File: src/rtl/seg7_pkg.sv
// Shared seven-segment definitions: lit-segment patterns ordered {g,f,e,d,c,b,a},
// the blank code and the capture FSM state type.
package seg7_pkg;

  localparam logic [6:0] SEG_0     = 7'b0111111;
  localparam logic [6:0] SEG_1     = 7'b0000110;
  localparam logic [6:0] SEG_2     = 7'b1011011;
  localparam logic [6:0] SEG_3     = 7'b1001111;
  localparam logic [6:0] SEG_4     = 7'b1100110;
  localparam logic [6:0] SEG_5     = 7'b1101101;
  localparam logic [6:0] SEG_6     = 7'b1111101;
  localparam logic [6:0] SEG_7     = 7'b0000111;
  localparam logic [6:0] SEG_8     = 7'b1111111;
  localparam logic [6:0] SEG_9     = 7'b1100111;
  localparam logic [6:0] SEG_BLANK = 7'b0000000;

  localparam logic [3:0] CODE_BLANK = 4'hF;

  typedef enum logic [1:0] {
    IDLE  = 2'd0,
    COUNT = 2'd1,
    HOLD  = 2'd2
  } cap_state_t;

endpackage

File: src/rtl/seg7_pattern_decode.sv
// Maps a lit-segment pattern back to its BCD code; anything outside the
// eleven known shapes is flagged as not legal.
module seg7_pattern_decode
  import seg7_pkg::*;
(
  input  logic [6:0] pattern,
  output logic [3:0] code,
  output logic       legal
);

  always_comb begin
    code  = CODE_BLANK;
    legal = 1'b1;
    case (pattern)
      SEG_0:     code = 4'd0;
      SEG_1:     code = 4'd1;
      SEG_2:     code = 4'd2;
      SEG_3:     code = 4'd3;
      SEG_4:     code = 4'd4;
      SEG_5:     code = 4'd5;
      SEG_6:     code = 4'd6;
      SEG_7:     code = 4'd7;
      SEG_8:     code = 4'd8;
      SEG_9:     code = 4'd9;
      SEG_BLANK: code = CODE_BLANK;
      default:   legal = 1'b0;
    endcase
  end

endmodule

File: src/rtl/seven_segment_capture.sv
// Recovers per-digit codes from a multiplexed seven-segment bus once each
// pattern has been stable long enough.
//
// state | meaning
// IDLE  | digit enables not one-hot, counter held at 0
// COUNT | qualifying a one-hot sample, counting identical samples
// HOLD  | current sample already captured, waiting for a change
module seven_segment_capture
  import seg7_pkg::*;
#(
  parameter  int NUM_DIGITS    = 4,
  parameter  int STABLE_CYCLES = 8,
  localparam int IDX_W         = $clog2(NUM_DIGITS)
) (
  input  logic                    clk,
  input  logic                    rst_n,
  input  logic                    seg_a,
  input  logic                    seg_b,
  input  logic                    seg_c,
  input  logic                    seg_d,
  input  logic                    seg_e,
  input  logic                    seg_f,
  input  logic                    seg_g,
  input  logic [NUM_DIGITS-1:0]   an,
  input  logic                    err_clr,
  output logic [4*NUM_DIGITS-1:0] digits,
  output logic                    dig_valid,
  output logic [IDX_W-1:0]        dig_idx,
  output logic [3:0]              dig_code,
  output logic                    pat_err,
  output logic                    err_flag,
  output logic                    frame_valid
);

  localparam int SW    = NUM_DIGITS + 7;
  localparam int CNT_W = $clog2(STABLE_CYCLES + 1);
  localparam logic [CNT_W-1:0]      CNT_ONE  = CNT_W'(1);
  localparam logic [CNT_W-1:0]      CNT_LAST = CNT_W'(STABLE_CYCLES - 1);
  localparam logic [NUM_DIGITS-1:0] AN_ONE   = NUM_DIGITS'(1);

  cap_state_t             state;
  logic [SW-1:0]          sample_q;
  logic [SW-1:0]          prev_q;
  logic [CNT_W-1:0]       cnt;
  logic [NUM_DIGITS-1:0]  seen;

  logic [NUM_DIGITS-1:0]  an_s;
  logic                   an_onehot;
  logic                   changed;
  logic [IDX_W-1:0]       idx;
  logic [3:0]             code;
  logic                   legal;

  assign an_s      = sample_q[SW-1:7];
  assign an_onehot = (an_s != '0) && ((an_s & (an_s - AN_ONE)) == '0);
  assign changed   = (sample_q != prev_q);

  always_comb begin
    idx = '0;
    for (int i = 0; i < NUM_DIGITS; i++)
      if (an_s[i]) idx = IDX_W'(i);
  end

  seg7_pattern_decode u_decode (
    .pattern (sample_q[6:0]),
    .code    (code),
    .legal   (legal)
  );

  always_ff @(posedge clk) begin
    if (!rst_n) begin
      state       <= IDLE;
      sample_q    <= '0;
      prev_q      <= '0;
      cnt         <= '0;
      seen        <= '0;
      digits      <= '1;
      dig_valid   <= 1'b0;
      dig_idx     <= '0;
      dig_code    <= CODE_BLANK;
      pat_err     <= 1'b0;
      err_flag    <= 1'b0;
      frame_valid <= 1'b0;
    end else begin
      sample_q    <= {an, seg_g, seg_f, seg_e, seg_d, seg_c, seg_b, seg_a};
      prev_q      <= sample_q;
      dig_valid   <= 1'b0;
      pat_err     <= 1'b0;
      frame_valid <= 1'b0;
      if (err_clr) err_flag <= 1'b0;

      case (state)
        IDLE: begin
          if (an_onehot) begin
            state <= COUNT;
            cnt   <= CNT_ONE;
          end else begin
            cnt <= '0;
          end
        end
        COUNT: begin
          if (!an_onehot) begin
            state <= IDLE;
            cnt   <= '0;
          end else if (changed) begin
            cnt <= CNT_ONE;
          end else if (cnt == CNT_LAST) begin
            cnt   <= cnt + CNT_ONE;
            state <= HOLD;
            if (legal) begin
              digits[4*idx +: 4] <= code;
              dig_code           <= code;
              dig_idx            <= idx;
              dig_valid          <= 1'b1;
              // Completing the mask reports the frame and starts the next one.
              if ((seen | an_s) == '1) begin
                frame_valid <= 1'b1;
                seen        <= '0;
              end else begin
                seen <= seen | an_s;
              end
            end else begin
              pat_err  <= 1'b1;
              err_flag <= 1'b1;
            end
          end else begin
            cnt <= cnt + CNT_ONE;
          end
        end
        HOLD: begin
          if (!an_onehot) begin
            state <= IDLE;
            cnt   <= '0;
          end else if (changed) begin
            state <= COUNT;
            cnt   <= CNT_ONE;
          end
        end
        default: begin
          state <= IDLE;
          cnt   <= '0;
        end
      endcase
    end
  end

endmodule

File: config.mk
export PLATFORM = sky130hd
export DESIGN_NAME = seven_segment_capture
export DESIGN_NICKNAME = d
export VERILOG_FILES = /design/src/rtl/seg7_pkg.sv /design/src/rtl/seg7_pattern_decode.sv /design/src/rtl/seven_segment_capture.sv
export SDC_FILE = /design/constraint.sdc
export NUM_CORES = 1
export LEC_CHECK = 0
export CAP_MARGIN = 5
export CORE_MARGIN = 2
export CORE_UTILIZATION = 54
export CTS_CLUSTER_DIAMETER = 60
export CTS_CLUSTER_SIZE = 25
export DETAILED_ROUTE_END_ITERATION = 7
export PLACE_DENSITY = 0.87
export SETUP_SLACK_MARGIN = 0.3
export SLEW_MARGIN = 20
export SYNTH_ARGS = -nofsm -noshare
export SYNTH_HDL_FRONTEND = slang
export SYNTH_SLANG_ARGS = --single-unit
File: constraint.sdc
create_clock -name clk -period 2.9 [get_ports clk]
set_input_delay 0.29 -clock clk [delete_from_list [all_inputs] [get_ports clk]]
set_output_delay 0.29 -clock clk [all_outputs]
set_load 0.05 [all_outputs]
### Word-level counts from Yosys, hierarchy flattened

Index checks and enable logic that the tools add are counted.

| operators by class | value |
|---|---|
| $add $sub $neg | 3 |
| multipliers | 0 |
| div/mod/pow operators | 0 |
| order comparisons | 0 |
| equality and inequality tests | 19 |
| shifts and indexed selects | 2 |
| muxes and demuxes | 29 |
| bitwise gates (word level) | 8 |
| reduce and logical (&&, ||, !) cells | 10 |

Operator list:

| kind | count |
|---|---|
| $eq A7 B7 Y1 const B | 7 |
| $pmux W4 S10 | 1 |
| $neg A4 Y34 | 1 |
| $shift A4 B34 Y16 const A | 1 |
| $shiftx A4 B34 Y16 | 1 |
| $mux W4 | 5 |
| $bwmux W16 | 1 |
| $mux W2 | 8 |
| $eq A7 B3 Y1 const B | 2 |
| $mux W1 | 12 |
| $pmux W4 S3 | 1 |
| $ne A11 B11 Y1 | 1 |
| $reduce_or A11 Y1 | 1 |
| $ne A3 B3 Y1 const B | 3 |
| $eq A7 B6 Y1 const B | 1 |
| $logic_not A7 Y1 | 1 |
| $not A1 Y1 | 6 |
| $pmux W2 S3 | 1 |
| $reduce_or A6 Y1 | 1 |
| $reduce_and A5 Y1 | 1 |
| $reduce_or A5 Y1 | 1 |
| $add A4 B1 Y4 const B | 1 |
| $and A4 B4 Y4 | 1 |
| $eq A4 B3 Y1 const B | 1 |
| 11 further kinds | 11 |

| storage, ports and cells | value |
|---|---|
| register bits after elaboration | 58 |
| bits in latches | 0 |
| RAM bits | 0 |
| bits in read-only memories | 0 |
| word-level logic and storage cells | 83 |
| memories | 0 |

### Logic depth before layout (Yosys ltp)

| logic depth | value |
|---|---|
| depth after elaboration | 8 |
| mapped depth | 9 |
| gate-level depth less buffers | 8 |

### Cells and area by module

A second synthesis with hierarchy kept.

| unflattened totals | value |
|---|---|
| cell total of the unflattened synthesis | 270 |
| area, all modules | 2627.5 sq um |

By module, submodules not included:

| module | times used | cells an instance | area an instance (sq um) |
|---|---|---|---|
| seven_segment_capture | 1 | 232 | 2392.3 |
| seg7_pattern_decode | 1 | 38 | 235.2 |

### Worst setup path after synthesis

Ideal clock, no wire load.

| timing path | value |
|---|---|
| kind | register -> register |
| start point | reg sample_q[9] |
| end point | reg digits[6] |
| setup time | 79 ps |
| data arrival time | 2126 ps |
| setup slack | 695 ps |
| stages on the path, launching flop included | 10 |
| cells stage by stage | dfxtp_1 buf_6 inv_1 a21oi_1 inv_1 ha_1 nor2b_1 nand3_1 or4_1 o211ai_1 |

| on the way | value |
|---|---|
| word-level cells in the longest chain between the ends | 5 |
| elaborated cells on any way between the ends | 14 |

Ends and longest elaborated chain:

| what | RTL line | RTL |
|---|---|---|
| start: declaration | seven_segment_capture.sv:42 | `logic [SW-1:0] sample_q;` |
| start signal: assignment | seven_segment_capture.sv:85 | `sample_q <= {an, seg_g, seg_f, seg_e, seg_d, seg_c, seg_b, seg_a};` |
| $mux W2 * (2 in a row) | seven_segment_capture.sv:61 | `if (an_s[i]) idx = IDX_W'(i);` |
| net idx[0] | seven_segment_capture.sv:50 | `logic [IDX_W-1:0] idx;` |
| $neg A4 Y34 * | seven_segment_capture.sv:111 | `digits[4*idx +: 4] <= code;` |
| $shiftx A4 B34 Y16 / $shift A4 B34 Y16 (equally long branches) | seven_segment_capture.sv:111 |  |
| $bwmux W16 * | seven_segment_capture.sv:111 |  |
| end signal: indexed assignment | seven_segment_capture.sv:111 |  |
| end: declaration | seven_segment_capture.sv:26 | `output logic [4*NUM_DIGITS-1:0] digits,` |

Mark *: on every way through the listed nets, which the timed path passes. The rest lies on a longest branch.
A chain may end at the register's enable or synchronous reset.

### Worst setup path after layout

| timing path | value |
|---|---|
| start point | reg sample_q[5] |
| end point | reg digits[8] |

| on the way | value |
|---|---|
| word-level cells in the longest chain between the ends | 4 |
| elaborated cells on any way between the ends | 19 |

Ends and longest elaborated chain:

| what | RTL line | RTL |
|---|---|---|
| $eq A7 B7 Y1, or another cell as far along | seg7_pattern_decode.sv:14 | `case (pattern)` |
| $pmux W4 S10 / $reduce_or A11 Y1 (equally long branches) | - |  |
| $shiftx A4 B34 Y16 / $mux W1 (equally long branches) | seven_segment_capture.sv:111, seg7_pattern_decode.sv:14 |  |
| $bwmux W16 / $reduce_and A5 Y1 (equally long branches) | - |  |

Several ways; a longest one is shown, not always the timed one.

==> flow_summary.ini <==
[synth]
synth_area_per_cell_sq_um = 9.37
synth.ff_latch_count = 58
combinational_family_with_the_most_area_after_synthesis = simple AND/OR/NAND/NOR gates
synth.yosys.seq_area_share_pct = 40.8
area_share_of_xor_xnor_cells_in_the_synthesized_design_pct = 4.61
synth_enable_flop_cells = 0
muxShareOfSynthArea_pct = 5.18
synth_adder_area_share_pct = 1.76
yosysWarningCount = 0
synthDistinctLibCells = 62
synth_area_leader_cell = sky130_fd_sc_hd__dfxtp_1
synth_async_sr_flop_share_pct = 0
synth.net_count = 322
synth_compound_gate_area_share_pct = 17.0
netlist.area_leader.share_pct = 40.8
ys.flop_type = sky130_fd_sc_hd__dfxtp_1
mappedNetlistArea_sq_um = 2850
yosys-top-cells-area = sky130_fd_sc_hd__dfxtp_1 41%, sky130_fd_sc_hd__and2_1 4.8%, sky130_fd_sc_hd__xnor2_1 4.0%, sky130_fd_sc_hd__mux2i_1 3.9%, sky130_fd_sc_hd__nor2_1 2.9%
synth_simple_gate_area_share_pct = 23.9
postSynthCellCount = 304

[timing]
fin_crit_share_pct = 83.8
worst_clock_skew_ns = 0.00734
final-setup-viol-count = 0
worst_slew_margin_rel_pct = 55.7
totalNegativeSetupSlack_ns = 0
worst-slew-pin-transition_ns = 0.664
final_hold_viol_count = 0
fmaxAchievable_mhz = 412
postLayoutSetupSlackWorst_ns = 0.470
finalWorstPathRequiredPeriod_ns = 2.43
unrepaired_setup_endpoints_after_global_routing = true
maxSlewViolCount = 0

[floorplan]
number_of_cell_rows = 26
die_area_sq_um = 5870
horizontal_die_dimension_microns = 76.6
core_region_area_sq_um = 5110
design.portCount = 40
die_boundary_height_microns = 76.6
floorplan.initialDensity_pct = 55.8

[place]
io_buffer_count = 39
dpl.hpwl_microns = 4550
place_worst_setup_slack_ns = 0.359
place_congestion = 0.902

[grt]
grt_max_degree = 27
grtUsageMet3_pct = 7.35
grt.total_usage_pct = 24.1
grt_antenna_before_repair = 0
first_global_vias = 2277
grt_busiest_layer = met2
grt_pass1_wl_microns = 11000
grt_overflow_total = 0
groute.layer.met1.usage_pct = 29.9
gr-usage-met2_pct = 37.9

[setup_path]
crit_slowest_cell = sky130_fd_sc_hd__a2111oi_4
worstPathCellList = buf_4 -> nor4bb_1 -> o31ai_1 -> and2_1 -> a2111oi_4 -> mux2_4
kind_of_start_point_of_the_critical_path = flip-flop
crit_buf_inv = 1
crit_fanout = 16
cp-end-kind = flip-flop
timing.setup.critical_path_class = flip-flop to flip-flop
crit_arrival_ns = 2.66
req_time_crit_path_ns = 3.13
cp_num_cells = 6
max_stage_delay_ns = 0.55
reg2reg_depth = 6
cp_delay_by_family_top = simple AND/OR/NAND/NOR gates

[power]
clock_power_share_pct = 38.6
power.switching_uw = 415
cellInternalPower_mw = 1.21
combinationalPowerShare_pct = 9.7
vdd.ir_drop.worst_v = 0.000352
power_leakage_nw = 1.31
switching_share_of_power_pct = 25.6
power.density_nw_per_um2 = 472
p_seq_share_pct = 51.7

[detailed_routing]
finalWirelength_microns = 6590
final_antenna_net_count = 0
dr_total_vias = 2340
drt-pass1-iter-count = 4
routed_via_density = 5.67
wl_per_cell_microns = 16.0
dr.first_iter.drc_count = 150
remaining_drc_errors = 0

[clocking]
clkLatencyLatePin_ns = 0.34
clockRootBuffer = sky130_fd_sc_hd__clkbuf_8
post_cts.resized_instances = 0
clk_pin_slew_worst_setup_hold_paths_ns = 0.06
cts_hold_repair.buffers = 0
cts_num_sinks = 58
tritoncts_clock_tree = built
cts_made_buffers = 9
clock_tree.htree_level_count = 3
cts_post_setup_buffers_inserted = 0
cts.path.max_buffers = 2

[flow_run]
drv.max_cap_violation_count = 0

[cells_and_area]
diodes = 0
area_growth_syn_to_layout_pct = 20.5
final_layout_size_suffix_gt1_share_pct = 13.7
num-nets-final = 358

[hold_path]
worstHoldPathType = flip-flop to flip-flop
min_path_cells = 2

[outcome]
status = finished clean
-- worst register-to-register path: cells and delay by family, from the launching register on --
kind                   cells  cell delay, ns
flip-flops                 1            0.34
AND/OR/NAND/NOR            2            0.76
multiplexers               1            0.34
buffers and inverters      1            0.19
AO/OA/AOI/OAI              2            0.70
-- cell usage after synthesis (3+ instances only) --
cell type / number
sky130_fd_sc_hd__and3_1: 3
sky130_fd_sc_hd__a211o_1: 3
sky130_fd_sc_hd__or4_1: 4
sky130_fd_sc_hd__mux2i_1: 11
sky130_fd_sc_hd__nand3_1: 4
sky130_fd_sc_hd__buf_6: 5
sky130_fd_sc_hd__nand2b_1: 8
sky130_fd_sc_hd__o21ai_0: 5
sky130_fd_sc_hd__o221ai_1: 5
sky130_fd_sc_hd__nor2_1: 22
sky130_fd_sc_hd__a21oi_1: 10
sky130_fd_sc_hd__clkbuf_1: 14
sky130_fd_sc_hd__xnor2_1: 13
sky130_fd_sc_hd__dfxtp_1: 58
sky130_fd_sc_hd__o221a_2: 3
sky130_fd_sc_hd__nor3_1: 6
sky130_fd_sc_hd__o211ai_1: 4
sky130_fd_sc_hd__nand2_1: 16
sky130_fd_sc_hd__nand3b_1: 3
sky130_fd_sc_hd__and2_1: 22
sky130_fd_sc_hd__buf_2: 4
sky130_fd_sc_hd__nand4_1: 4
sky130_fd_sc_hd__inv_1: 15
sky130_fd_sc_hd__ha_1: 4
sky130_fd_sc_hd__a211oi_1: 5
sky130_fd_sc_hd__nor2b_1: 3
sky130_fd_sc_hd__a22oi_1: 3
-- registers in the layout, summed over array words and instances, names as in the netlist, 2 cells and up --
signal,cells
dig_code,4
cnt,4
prev_q,11
dig_idx,2
digits,16
seen,4
state,2
sample_q,11
-- path summary, 6_finish.rpt --
check | start | to | slack, ns
max | sample_q[5] | digits[8] | 0.47
min | dig_idx[1] | dig_idx[1] | 0.48
max reg2reg | sample_q[5] | digits[8] | 0.47
min reg2reg | dig_idx[1] | dig_idx[1] | 0.48
-- power groups by stage --
stage	clock network (mW)	logic [mW]	registers (mW)
after floorplan	0	0.124	0.841
after global placement	0	0.150	0.854
after detailed placement	0	0.153	0.855
after CTS	0.638	0.154	0.838
after global routing	0.680	0.174	0.842
final	0.625	0.157	0.839
-- kinds of logic after synthesis --
logic type / after synthesis
DFF: 58
AOI/OAI and AO/OA: 59
adders and majority gates: 4
xor gates and xnor gates: 15
and+or+nand+nor: 115
muxes: 14
buffers and inverters: 39
-- stage by stage --
step	std cells	utilization [%]	power, mW	cell area, sq um	hold WS (ns)
after floorplan	304	-	0.966	2850	0.417
after global placement	399	63.9	1.00	3260	0.457
after detailed placement	399	63.9	1.01	3260	0.459
after CTS	413	67.0	1.63	3420	0.477
after global routing	413	67.2	1.70	3430	0.488
final	413	67.2	1.62	3430	0.479
-- cell usage in the layout, fill, tap and decap left out, types with 3 or more instances in the layout --
cell	count
sky130_fd_sc_hd__a21oi_1	10
sky130_fd_sc_hd__and3_1	3
sky130_fd_sc_hd__o221ai_1	5
sky130_fd_sc_hd__o211ai_1	4
sky130_fd_sc_hd__dfxtp_2	3
sky130_fd_sc_hd__nand2_1	16
sky130_fd_sc_hd__and2_1	22
sky130_fd_sc_hd__a211oi_1	5
sky130_fd_sc_hd__clkinv_2	4
sky130_fd_sc_hd__o21ai_0	5
sky130_fd_sc_hd__a211o_1	3
sky130_fd_sc_hd__mux2i_1	11
sky130_fd_sc_hd__nand4_1	4
sky130_fd_sc_hd__xnor2_1	13
sky130_fd_sc_hd__ha_1	4
sky130_fd_sc_hd__nand3b_1	3
sky130_fd_sc_hd__clkbuf_8	10
sky130_fd_sc_hd__a22oi_1	3
sky130_fd_sc_hd__inv_1	15
sky130_fd_sc_hd__nand3_1	4
sky130_fd_sc_hd__or4_1	3
sky130_fd_sc_hd__o221a_2	3
sky130_fd_sc_hd__nand2b_1	8
sky130_fd_sc_hd__buf_4	10
sky130_fd_sc_hd__nor3_1	6
sky130_fd_sc_hd__nor2_1	22
sky130_fd_sc_hd__dfxtp_1	55
sky130_fd_sc_hd__clkdlybuf4s50_1	39
-- per-layer routing --
layer  vias to the layer above  wire, microns
met5                         -              0
met4                         0            142
met3                        17            452
met2                        84           3170
met1                      1086           2830
li1                       1153              -
-- cell type report --
type,count,area (sq um)
repair buffers,49,465
well taps,70,87.6
multi-input cells,207,1500
clock buffers,10,138
fillers,438,1680
inverters,15,56.3
flip-flops and latches,58,1160
clock inverters,4,20.0
(Power assumes the default switching activity.)
